--- src/rtl/store_narrow_buffer.sv ---
// Store-path write formatter: narrows and lane-replicates register data, builds
// word address and byte enables, and queues legal stores toward data memory.
module store_narrow_buffer #(
  parameter int DEPTH = 2
) (
  input  logic        clk,
  input  logic        rstn,
  input  logic        req_valid,
  output logic        req_ready,
  input  logic [31:0] req_addr,
  input  logic [31:0] req_data,
  input  logic [1:0]  req_size,
  output logic        mem_valid,
  input  logic        mem_ready,
  output logic [31:0] mem_addr,
  output logic [31:0] mem_wdata,
  output logic [3:0]  mem_be,
  output logic        err_misalign,
  output logic [31:0] err_addr,
  output logic        busy
);

  localparam int PW = (DEPTH > 1) ? $clog2(DEPTH) : 1;
  localparam int CW = $clog2(DEPTH + 1);
  localparam logic [CW-1:0] FULL = CW'(DEPTH);

  // Handshake: a transfer happens on the rising edge where valid & ready are
  // both high; ready never looks at valid, and a valid side holds its payload
  // stable until that edge.

  logic [PW-1:0] wr_ptr, rd_ptr;
  logic [CW-1:0] count;
  logic [29:0]   ent_addr  [DEPTH];
  logic [31:0]   ent_wdata [DEPTH];
  logic [3:0]    ent_be    [DEPTH];

  logic        legal;
  logic [31:0] fmt_wdata;
  logic [3:0]  fmt_be;
  logic        accept, enq, deq;

  always_comb begin
    legal     = 1'b0;
    fmt_wdata = '0;
    fmt_be    = '0;
    case (req_size)
      2'b00: begin
        legal     = 1'b1;
        fmt_wdata = {4{req_data[7:0]}};
        fmt_be    = 4'b0001 << req_addr[1:0];
      end
      2'b01: begin
        legal     = ~req_addr[0];
        fmt_wdata = {2{req_data[15:0]}};
        fmt_be    = req_addr[1] ? 4'b1100 : 4'b0011;
      end
      2'b10: begin
        legal     = (req_addr[1:0] == 2'b00);
        fmt_wdata = req_data;
        fmt_be    = 4'b1111;
      end
      default: begin
        legal     = 1'b0;
        fmt_wdata = '0;
        fmt_be    = '0;
      end
    endcase
  end

  assign req_ready = (count != FULL);
  assign mem_valid = (count != '0);
  assign busy      = mem_valid;
  assign accept    = req_valid & req_ready;
  assign enq       = accept & legal;
  assign deq       = mem_valid & mem_ready;

  always_ff @(posedge clk or negedge rstn) begin
    if (!rstn) begin
      wr_ptr <= '0;
      rd_ptr <= '0;
      count  <= '0;
    end else begin
      if (enq) wr_ptr <= wr_ptr + 1'b1;
      if (deq) rd_ptr <= rd_ptr + 1'b1;
      case ({enq, deq})
        2'b10:   count <= count + 1'b1;
        2'b01:   count <= count - 1'b1;
        default: count <= count;
      endcase
    end
  end

  always_ff @(posedge clk) begin
    if (enq) begin
      ent_addr[wr_ptr]  <= req_addr[31:2];
      ent_wdata[wr_ptr] <= fmt_wdata;
      ent_be[wr_ptr]    <= fmt_be;
    end
  end

  // Payload is forced to zero when empty so stale slots never show after reset.
  assign mem_addr  = mem_valid ? {ent_addr[rd_ptr], 2'b00} : 32'h0;
  assign mem_wdata = mem_valid ? ent_wdata[rd_ptr] : 32'h0;
  assign mem_be    = mem_valid ? ent_be[rd_ptr] : 4'h0;

  always_ff @(posedge clk or negedge rstn) begin
    if (!rstn) begin
      err_misalign <= 1'b0;
      err_addr     <= '0;
    end else begin
      err_misalign <= accept & ~legal;
      if (accept & ~legal) err_addr <= req_addr;
    end
  end

endmodule
--- config.mk ---
export PLATFORM = sky130hd
export DESIGN_NAME = store_narrow_buffer
export DESIGN_NICKNAME = d
export VERILOG_FILES = /design/src/rtl/store_narrow_buffer.sv
export SDC_FILE = /design/constraint.sdc
export NUM_CORES = 1
export LEC_CHECK = 0
export CELL_PAD_IN_SITES_DETAIL_PLACEMENT = 0
export CELL_PAD_IN_SITES_GLOBAL_PLACEMENT = 1
export CORE_MARGIN = 4
export CORE_UTILIZATION = 43
export DETAILED_ROUTE_END_ITERATION = 7
export HOLD_SLACK_MARGIN = 0.05
export PLACE_DENSITY = 0.89
export SYNTH_ARGS = -nofsm -noshare
export SYNTH_HDL_FRONTEND = slang
export SYNTH_SLANG_ARGS = --single-unit
--- constraint.sdc ---
create_clock -name clk -period 8.3 [get_ports clk]
set_input_delay 0.83 -clock clk [delete_from_list [all_inputs] [get_ports clk]]
set_output_delay 0.83 -clock clk [all_outputs]
set_load 0.03 [all_outputs]
==> flow_results.xml, run 1 <==
<?xml version="1.0" encoding="UTF-8"?>
<metrics>
  <group name="setup_path">
    <metric name="worst-setup-path-type" unit="">register to output pin</metric>
    <metric name="cp_data_required_time" unit="ns">7.47</metric>
    <metric name="rrSetupSlack" unit="ns">5.67</metric>
    <metric name="critPathLaunchType" unit="">register</metric>
    <metric name="worstSetupEndpointType" unit="">output pin</metric>
    <metric name="worst_ep_arrival_time" unit="ns">2.73</metric>
    <metric name="maximum_fanout_along_the_worst_path" unit="">67</metric>
  </group>
  <group name="clock_network">
    <metric name="clkTransAtPathRegs" unit="ns">0.06</metric>
    <metric name="cts_made_buffers" unit="">17</metric>
    <metric name="clock-sinks" unit="">169</metric>
    <metric name="tritoncts" unit="">yes</metric>
    <metric name="htree_levels" unit="">4</metric>
    <metric name="ctsRootBufferMaster" unit="">clkbuf_16</metric>
    <metric name="postCtsHoldBufs" unit="">0</metric>
    <metric name="clk-insertion-delay-late" unit="ns">0.42</metric>
    <metric name="cts_max_path_buffers" unit="">2</metric>
    <metric name="cts_repair_resize_count" unit="">0</metric>
    <metric name="postCtsSetupRepairBufs" unit="">0</metric>
  </group>
  <group name="floorplanning">
    <metric name="rows" unit="">46</metric>
    <metric name="die_y" unit="um">134.7</metric>
    <metric name="die_area" unit="mm2">0.01814</metric>
    <metric name="fp.coreArea" unit="mm2">0.01583</metric>
    <metric name="ios" unit="">174</metric>
    <metric name="starting_utilization_of_the_core_area" unit="">0.4360</metric>
    <metric name="dieWidth" unit="um">134.7</metric>
  </group>
  <group name="drt">
    <metric name="drt_first_iter_violations" unit="">218</metric>
    <metric name="met3_wirelength" unit="mm">1.545</metric>
    <metric name="top_layer_used" unit="">met4</metric>
    <metric name="drt-pass1-iter-count" unit="">4</metric>
    <metric name="detail_route.wirelength.met1" unit="mm">6.162</metric>
    <metric name="dr_total_vias" unit="">4177</metric>
    <metric name="met2_length" unit="mm">7.040</metric>
    <metric name="final_antenna_net_count" unit="">0</metric>
    <metric name="remaining_drc_errors" unit="">0</metric>
    <metric name="vias_per_cell" unit="">4.891</metric>
    <metric name="wirelength" unit="mm">14.96</metric>
    <metric name="detail_route.wl_per_cell" unit="um">17.52</metric>
  </group>
  <group name="synthesis">
    <metric name="avgSynthCellArea" unit="um2">15.07</metric>
    <metric name="ys.warnings.count" unit="">0</metric>
    <metric name="yosys.cell_count.top_type" unit="">edfxtp_1</metric>
    <metric name="synth.cell_area" unit="mm2">0.006900</metric>
    <metric name="dominant_synthesized_flop_cell" unit="">edfxtp_1</metric>
    <metric name="synth-edff-count" unit="">132</metric>
    <metric name="postSynth.asyncResetShare" unit="">0.2189</metric>
    <metric name="synth_top_cell_area_share" unit="">0.5744</metric>
    <metric name="synth_cells" unit="">458</metric>
    <metric name="synth_cell_types" unit="">26</metric>
    <metric name="netlist_top_cells_area" unit="">edfxtp_1, dfrtp_1, mux2i_1</metric>
    <metric name="ys_seq_area_frac" unit="">0.7086</metric>
    <metric name="dominant_cell_type_by_area_after_synthesis" unit="">edfxtp_1</metric>
    <metric name="synth.top_cells.by_count" unit="">edfxtp_1, nor2_1, mux2i_1, dfrtp_1, mux2_2</metric>
    <metric name="ys_seq_elements" unit="">169</metric>
  </group>
  <group name="timing">
    <metric name="tns" unit="ns">0</metric>
    <metric name="rsz0062_at_grt" unit="">no</metric>
    <metric name="layout_worst_path_cycle_share" unit="">0.4289</metric>
    <metric name="slew_viol_final" unit="">0</metric>
    <metric name="timing.fmax" unit="MHz">280.9</metric>
    <metric name="max_slew_headroom" unit="">0.2369</metric>
    <metric name="tightestPinTransition" unit="ns">1.145</metric>
    <metric name="period_minus_slack" unit="ns">3.560</metric>
    <metric name="skew" unit="ns">0.003912</metric>
    <metric name="timing.final.hold_violations" unit="">0</metric>
    <metric name="setup_failing_eps_final" unit="">0</metric>
  </group>
  <group name="job">
    <metric name="max_cap_violations" unit="">0</metric>
  </group>
  <group name="place">
    <metric name="dpl_cell_area" unit="mm2">0.008795</metric>
    <metric name="numPortBuffers" unit="">171</metric>
    <metric name="gp_congestion" unit="">0.8448</metric>
    <metric name="dp_hpwl" unit="mm">10.40</metric>
  </group>
  <group name="layout">
    <metric name="postLayoutCoreUtil" unit="">0.5943</metric>
    <metric name="layout-area-overhead-vs-synth" unit="%">36.32</metric>
    <metric name="antenna_cells" unit="">0</metric>
    <metric name="post_route_cells_drive_above_1_share" unit="">0.1144</metric>
    <metric name="design_area" unit="mm2">0.009407</metric>
    <metric name="final_nets" unit="">696</metric>
  </group>
  <group name="pwr">
    <metric name="peakVddDrop" unit="mV">0.2618</metric>
    <metric name="total_power" unit="mW">3.621</metric>
    <metric name="power_density" unit="mW/mm2">384.9</metric>
    <metric name="p_leak" unit="nW">3.647</metric>
  </group>
  <group name="grt">
    <metric name="grt_antenna_before_repair" unit="">0</metric>
    <metric name="global_route_usage_over_all_layers" unit="">0.1691</metric>
    <metric name="overflow" unit="">0</metric>
    <metric name="grt_max_degree" unit="">68</metric>
    <metric name="vias_in_the_first_global_route" unit="">4531</metric>
    <metric name="global_route_wire_length_before_repair" unit="mm">23.53</metric>
  </group>
  <group name="worst_hold_path">
    <metric name="hold_path_class" unit="">register to register</metric>
  </group>
  <group name="outcome">
    <metric name="run_status" unit="">finished clean</metric>
  </group>
</metrics>
## worst max-delay path: stages, from the launching register on
cell and delay [ns]:
dfrtp_4 1.18, mux2i_1 0.24, nor2_1 0.16, clkdlybuf4s50_1 0.68
## where the power goes
part / switching, mW / leakage, nW / internal (mW) / total, mW
Combinational: 0.896 / 1.71 / 0.678 / 1.57
Sequential: 0.149 / 1.64 / 1.09 / 1.24
Clock: 0.303 / 0.290 / 0.502 / 0.806
Total: 1.35 / 3.65 / 2.27 / 3.62
## cell type report
cell class / instances / area [um2]
Multi-Input combinational cell: 248 / 1834
Inverter: 12 / 45.04
Fill cell: 1213 / 6421
Sequential cell: 169 / 4893
Clock inverter: 12 / 175.2
Clock buffer: 20 / 436.7
Tap cell: 216 / 270.3
Timing Repair Buffer: 177 / 1752
## flip-flops by register name, summed over array words and instances, names as in the netlist
register and count:
ent_wdata 64, ent_addr 60, err_addr 32, ent_be 8
count 2, err_misalign 1, rd_ptr 1, wr_ptr 1
## worst paths after layout
check / startpoint / end / cells past startpoint
max in group asynchronous: rstn / rd_ptr / 1
min in group asynchronous: rstn / err_addr[27] / 1
min: err_addr[17] / err_addr[17] / 1
min reg2reg: err_addr[17] / err_addr[17] / 1
max: rd_ptr / mem_wdata[6] / 3
max reg2reg: count[1] / ent_wdata[0][10] / 5
## metal layers
| metal | vias up | GRT usage |
|---|---|---|
| li1 | 1976 | - |
| met4 | 0 | 0.05713 |
| met1 | 2007 | 0.2084 |
| met2 | 176 | 0.2715 |
| met5 | - | 0 |
| met3 | 18 | 0.06967 |
## cell usage in the layout (no fill, tap or decap)
cell type / instances
xor2_1: 2
edfxtp_1: 132
nand2_1: 8
clkbuf_16: 17
o21ai_0: 10
and2_1: 1
dfrtp_1: 36
nor2_4: 3
buf_2: 1
nor2b_1: 1
nor4b_4: 1
clkinv_4: 2
nor2_1: 75
nor2b_2: 1
nor3_2: 1
bufinv_16: 4
clkinvlp_4: 3
mux2_1: 2
mux2i_1: 76
xnor2_1: 3
clkinv_2: 3
nand2b_1: 1
dfrtp_4: 1
conb_1: 2
o211ai_1: 1
clkbuf_1: 3
mux2_2: 30
inv_1: 12
buf_4: 6
ha_1: 1
a21oi_1: 13
clkdlybuf4s50_1: 170
a21o_1: 16
## cells by family after synthesis
logic type,synth area share
adder cells (fa/ha/maj),0.001813
buffers and inverters,0.02974
other,0.0005434
multiplexers,0.1625
AND/OR/NAND/NOR,0.05530
XOR/XNOR,0.006347
AO/OA/AOI/OAI,0.03518
flip-flops,0.7086
## per-stage QoR
step,setup slack (ns),std cells,hold slack [ns]
2_1_floorplan,3.551,459,0.4563
3_3_place_gp,4.556,822,0.4699
3_5_place_dp,4.457,822,0.4840
4_1_cts,4.705,854,0.4998
5_1_grt,4.566,854,0.5119
6_report,4.740,854,0.4957
(Power assumes the default switching activity.)
==> inputs of run 2 (changes only) <==
- CORE_UTILIZATION: 43 -> 36
- PLACE_DENSITY: 0.89 -> 0.8
- clock period: 8.3 -> 3 ns (I/O delays scaled with it)
==> run 2 against run 1 <==
Die area rose by 18%. Register-to-register slack lost 4.7 ns. Largest power group unchanged. Count of clock-buffer cells in the layout shrank 2. Critical path type unchanged. Total power grew to 2.7 times the previous value. Sequential power increased to 2.7 times the previous value. Clock skew up 0.0083 ns. Setup slack got worse by 4.5 ns.
==> flow_results.xml, run 2 (synthesized netlist as in run 1, its figures left out) <==
<?xml version="1.0" encoding="UTF-8"?>
<metrics>
  <group name="place">
    <metric name="gp_congestion" unit="">0.7591</metric>
    <metric name="dp_hpwl" unit="mm">10.84</metric>
    <metric name="dpl_cell_area" unit="mm2">0.008912</metric>
    <metric name="numPortBuffers" unit="">171</metric>
  </group>
  <group name="floorplanning">
    <metric name="die_area" unit="mm2">0.02145</metric>
    <metric name="starting_utilization_of_the_core_area" unit="">0.3677</metric>
    <metric name="fp.coreArea" unit="mm2">0.01877</metric>
    <metric name="die_y" unit="um">146.4</metric>
    <metric name="ios" unit="">174</metric>
    <metric name="rows" unit="">50</metric>
    <metric name="dieWidth" unit="um">146.4</metric>
  </group>
  <group name="clock_network">
    <metric name="tritoncts" unit="">yes</metric>
    <metric name="ctsRootBufferMaster" unit="">clkbuf_16</metric>
    <metric name="clock-sinks" unit="">169</metric>
    <metric name="clkTransAtPathRegs" unit="ns">0.06</metric>
    <metric name="postCtsSetupRepairBufs" unit="">0</metric>
    <metric name="cts_made_buffers" unit="">17</metric>
    <metric name="htree_levels" unit="">4</metric>
    <metric name="cts_repair_resize_count" unit="">0</metric>
    <metric name="cts_max_path_buffers" unit="">2</metric>
    <metric name="postCtsHoldBufs" unit="">1</metric>
    <metric name="clk-insertion-delay-late" unit="ns">0.43</metric>
  </group>
  <group name="grt">
    <metric name="overflow" unit="">0</metric>
    <metric name="grt_antenna_before_repair" unit="">0</metric>
    <metric name="grt_max_degree" unit="">67</metric>
    <metric name="vias_in_the_first_global_route" unit="">4532</metric>
    <metric name="global_route_wire_length_before_repair" unit="mm">24.58</metric>
    <metric name="global_route_usage_over_all_layers" unit="">0.1476</metric>
  </group>
  <group name="timing">
    <metric name="timing.fmax" unit="MHz">363.1</metric>
    <metric name="rsz0062_at_grt" unit="">no</metric>
    <metric name="slew_viol_final" unit="">0</metric>
    <metric name="tightestPinTransition" unit="ns">0.8869</metric>
    <metric name="max_slew_headroom" unit="">0.4087</metric>
    <metric name="layout_worst_path_cycle_share" unit="">0.9179</metric>
    <metric name="timing.final.hold_violations" unit="">0</metric>
    <metric name="period_minus_slack" unit="ns">2.754</metric>
    <metric name="setup_failing_eps_final" unit="">0</metric>
    <metric name="skew" unit="ns">0.01219</metric>
  </group>
  <group name="setup_path">
    <metric name="cp_data_required_time" unit="ns">2.70</metric>
    <metric name="rrSetupSlack" unit="ns">0.93</metric>
    <metric name="worstSetupEndpointType" unit="">output pin</metric>
    <metric name="worst-setup-path-type" unit="">register to output pin</metric>
    <metric name="critPathLaunchType" unit="">register</metric>
    <metric name="maximum_fanout_along_the_worst_path" unit="">31</metric>
    <metric name="worst_ep_arrival_time" unit="ns">2.45</metric>
  </group>
  <group name="drt">
    <metric name="drt_first_iter_violations" unit="">192</metric>
    <metric name="final_antenna_net_count" unit="">0</metric>
    <metric name="drt-pass1-iter-count" unit="">4</metric>
    <metric name="dr_total_vias" unit="">4247</metric>
    <metric name="remaining_drc_errors" unit="">0</metric>
    <metric name="vias_per_cell" unit="">4.826</metric>
    <metric name="wirelength" unit="mm">15.67</metric>
    <metric name="detail_route.wl_per_cell" unit="um">17.81</metric>
  </group>
  <group name="layout">
    <metric name="most-common-layout-cells" unit="">clkdlybuf4s50_1, edfxtp_1, mux2i_1, nor2_1, dfrtp_1</metric>
    <metric name="largest_register" unit="">ent_wdata</metric>
    <metric name="final_nets" unit="">705</metric>
    <metric name="largestRegisters" unit="">ent_wdata (64), ent_addr (60), err_addr (32)</metric>
    <metric name="antenna_cells" unit="">0</metric>
    <metric name="postLayoutCoreUtil" unit="">0.5045</metric>
    <metric name="design_area" unit="mm2">0.009468</metric>
    <metric name="largest_register_ff_count" unit="">64</metric>
    <metric name="layout-area-overhead-vs-synth" unit="%">37.21</metric>
    <metric name="post_route_cells_drive_above_1_share" unit="">0.1238</metric>
    <metric name="mostFrequentLayoutCell" unit="">clkdlybuf4s50_1</metric>
  </group>
  <group name="pwr">
    <metric name="peakVddDrop" unit="mV">0.7155</metric>
    <metric name="power_density" unit="mW/mm2">1044</metric>
    <metric name="p_leak" unit="nW">3.661</metric>
  </group>
  <group name="outcome">
    <metric name="run_status" unit="">finished clean</metric>
  </group>
  <group name="job">
    <metric name="max_cap_violations" unit="">0</metric>
  </group>
  <group name="worst_hold_path">
    <metric name="hold_path_class" unit="">input port to register</metric>
  </group>
</metrics>
## run 2: worst paths after layout
kind | endpoint | cells past startpoint | from
setup / recovery | mem_addr[31] | 4 | rd_ptr
hold / removal | ent_addr[0][20] | 1 | req_addr[22]
setup reg to reg | count[1] | 7 | count[0]
hold reg to reg | err_addr[17] | 1 | err_addr[17]
max in group asynchronous | rd_ptr | 2 | rstn
min in group asynchronous | err_addr[28] | 2 | rstn
## run 2: area by class of cell
type	count	area (um2)
tap	234	292.8
multi-input combinational	248	1832
fill	1571	9300
clock buffer	18	439.2
timing repair buffer	186	1859
clock inverter	13	106.4
sequential	169	4893
inverter	12	45.04
## run 2: worst max-delay path: stages, from the launching register on
cell and delay (ns):
dfrtp_4 0.79, buf_12 0.27, mux2i_1 0.09, nor2_1 0.12, clkdlybuf4s50_1 0.71
## run 2: report_power, final
| group | internal (mW) | switching [mW] | leakage [nW] |
|---|---|---|---|
| Clock | 1.15 | 0.855 | 0.251 |
| Sequential | 3.02 | 0.304 | 1.64 |
| Combinational | 1.92 | 2.63 | 1.77 |
## run 2: per-stage QoR
step,total power [mW],TNS [ns],std cells,hold WS [ns],setup WS (ns)
2_1_floorplan,6.023,-26.71,459,0.004409,-0.2025
3_3_place_gp,7.920,0,848,0.4349,0.7033
3_5_place_dp,7.982,0,848,0.4666,0.6771
4_1_cts,10.02,0,880,0.4623,0.2061
5_1_grt,10.38,0,880,0.4803,0.1175
6_report,9.884,0,880,0.4887,0.2462
## run 2: routing by layer
layer  global-route usage  routed length [um]  up-vias
li1                     -                   -     1995
met1               0.1840                6607     2066
met2               0.2348                7384      169
met3              0.06021                1478       17
met4              0.04939                 204        0
met5                    0                   0        -
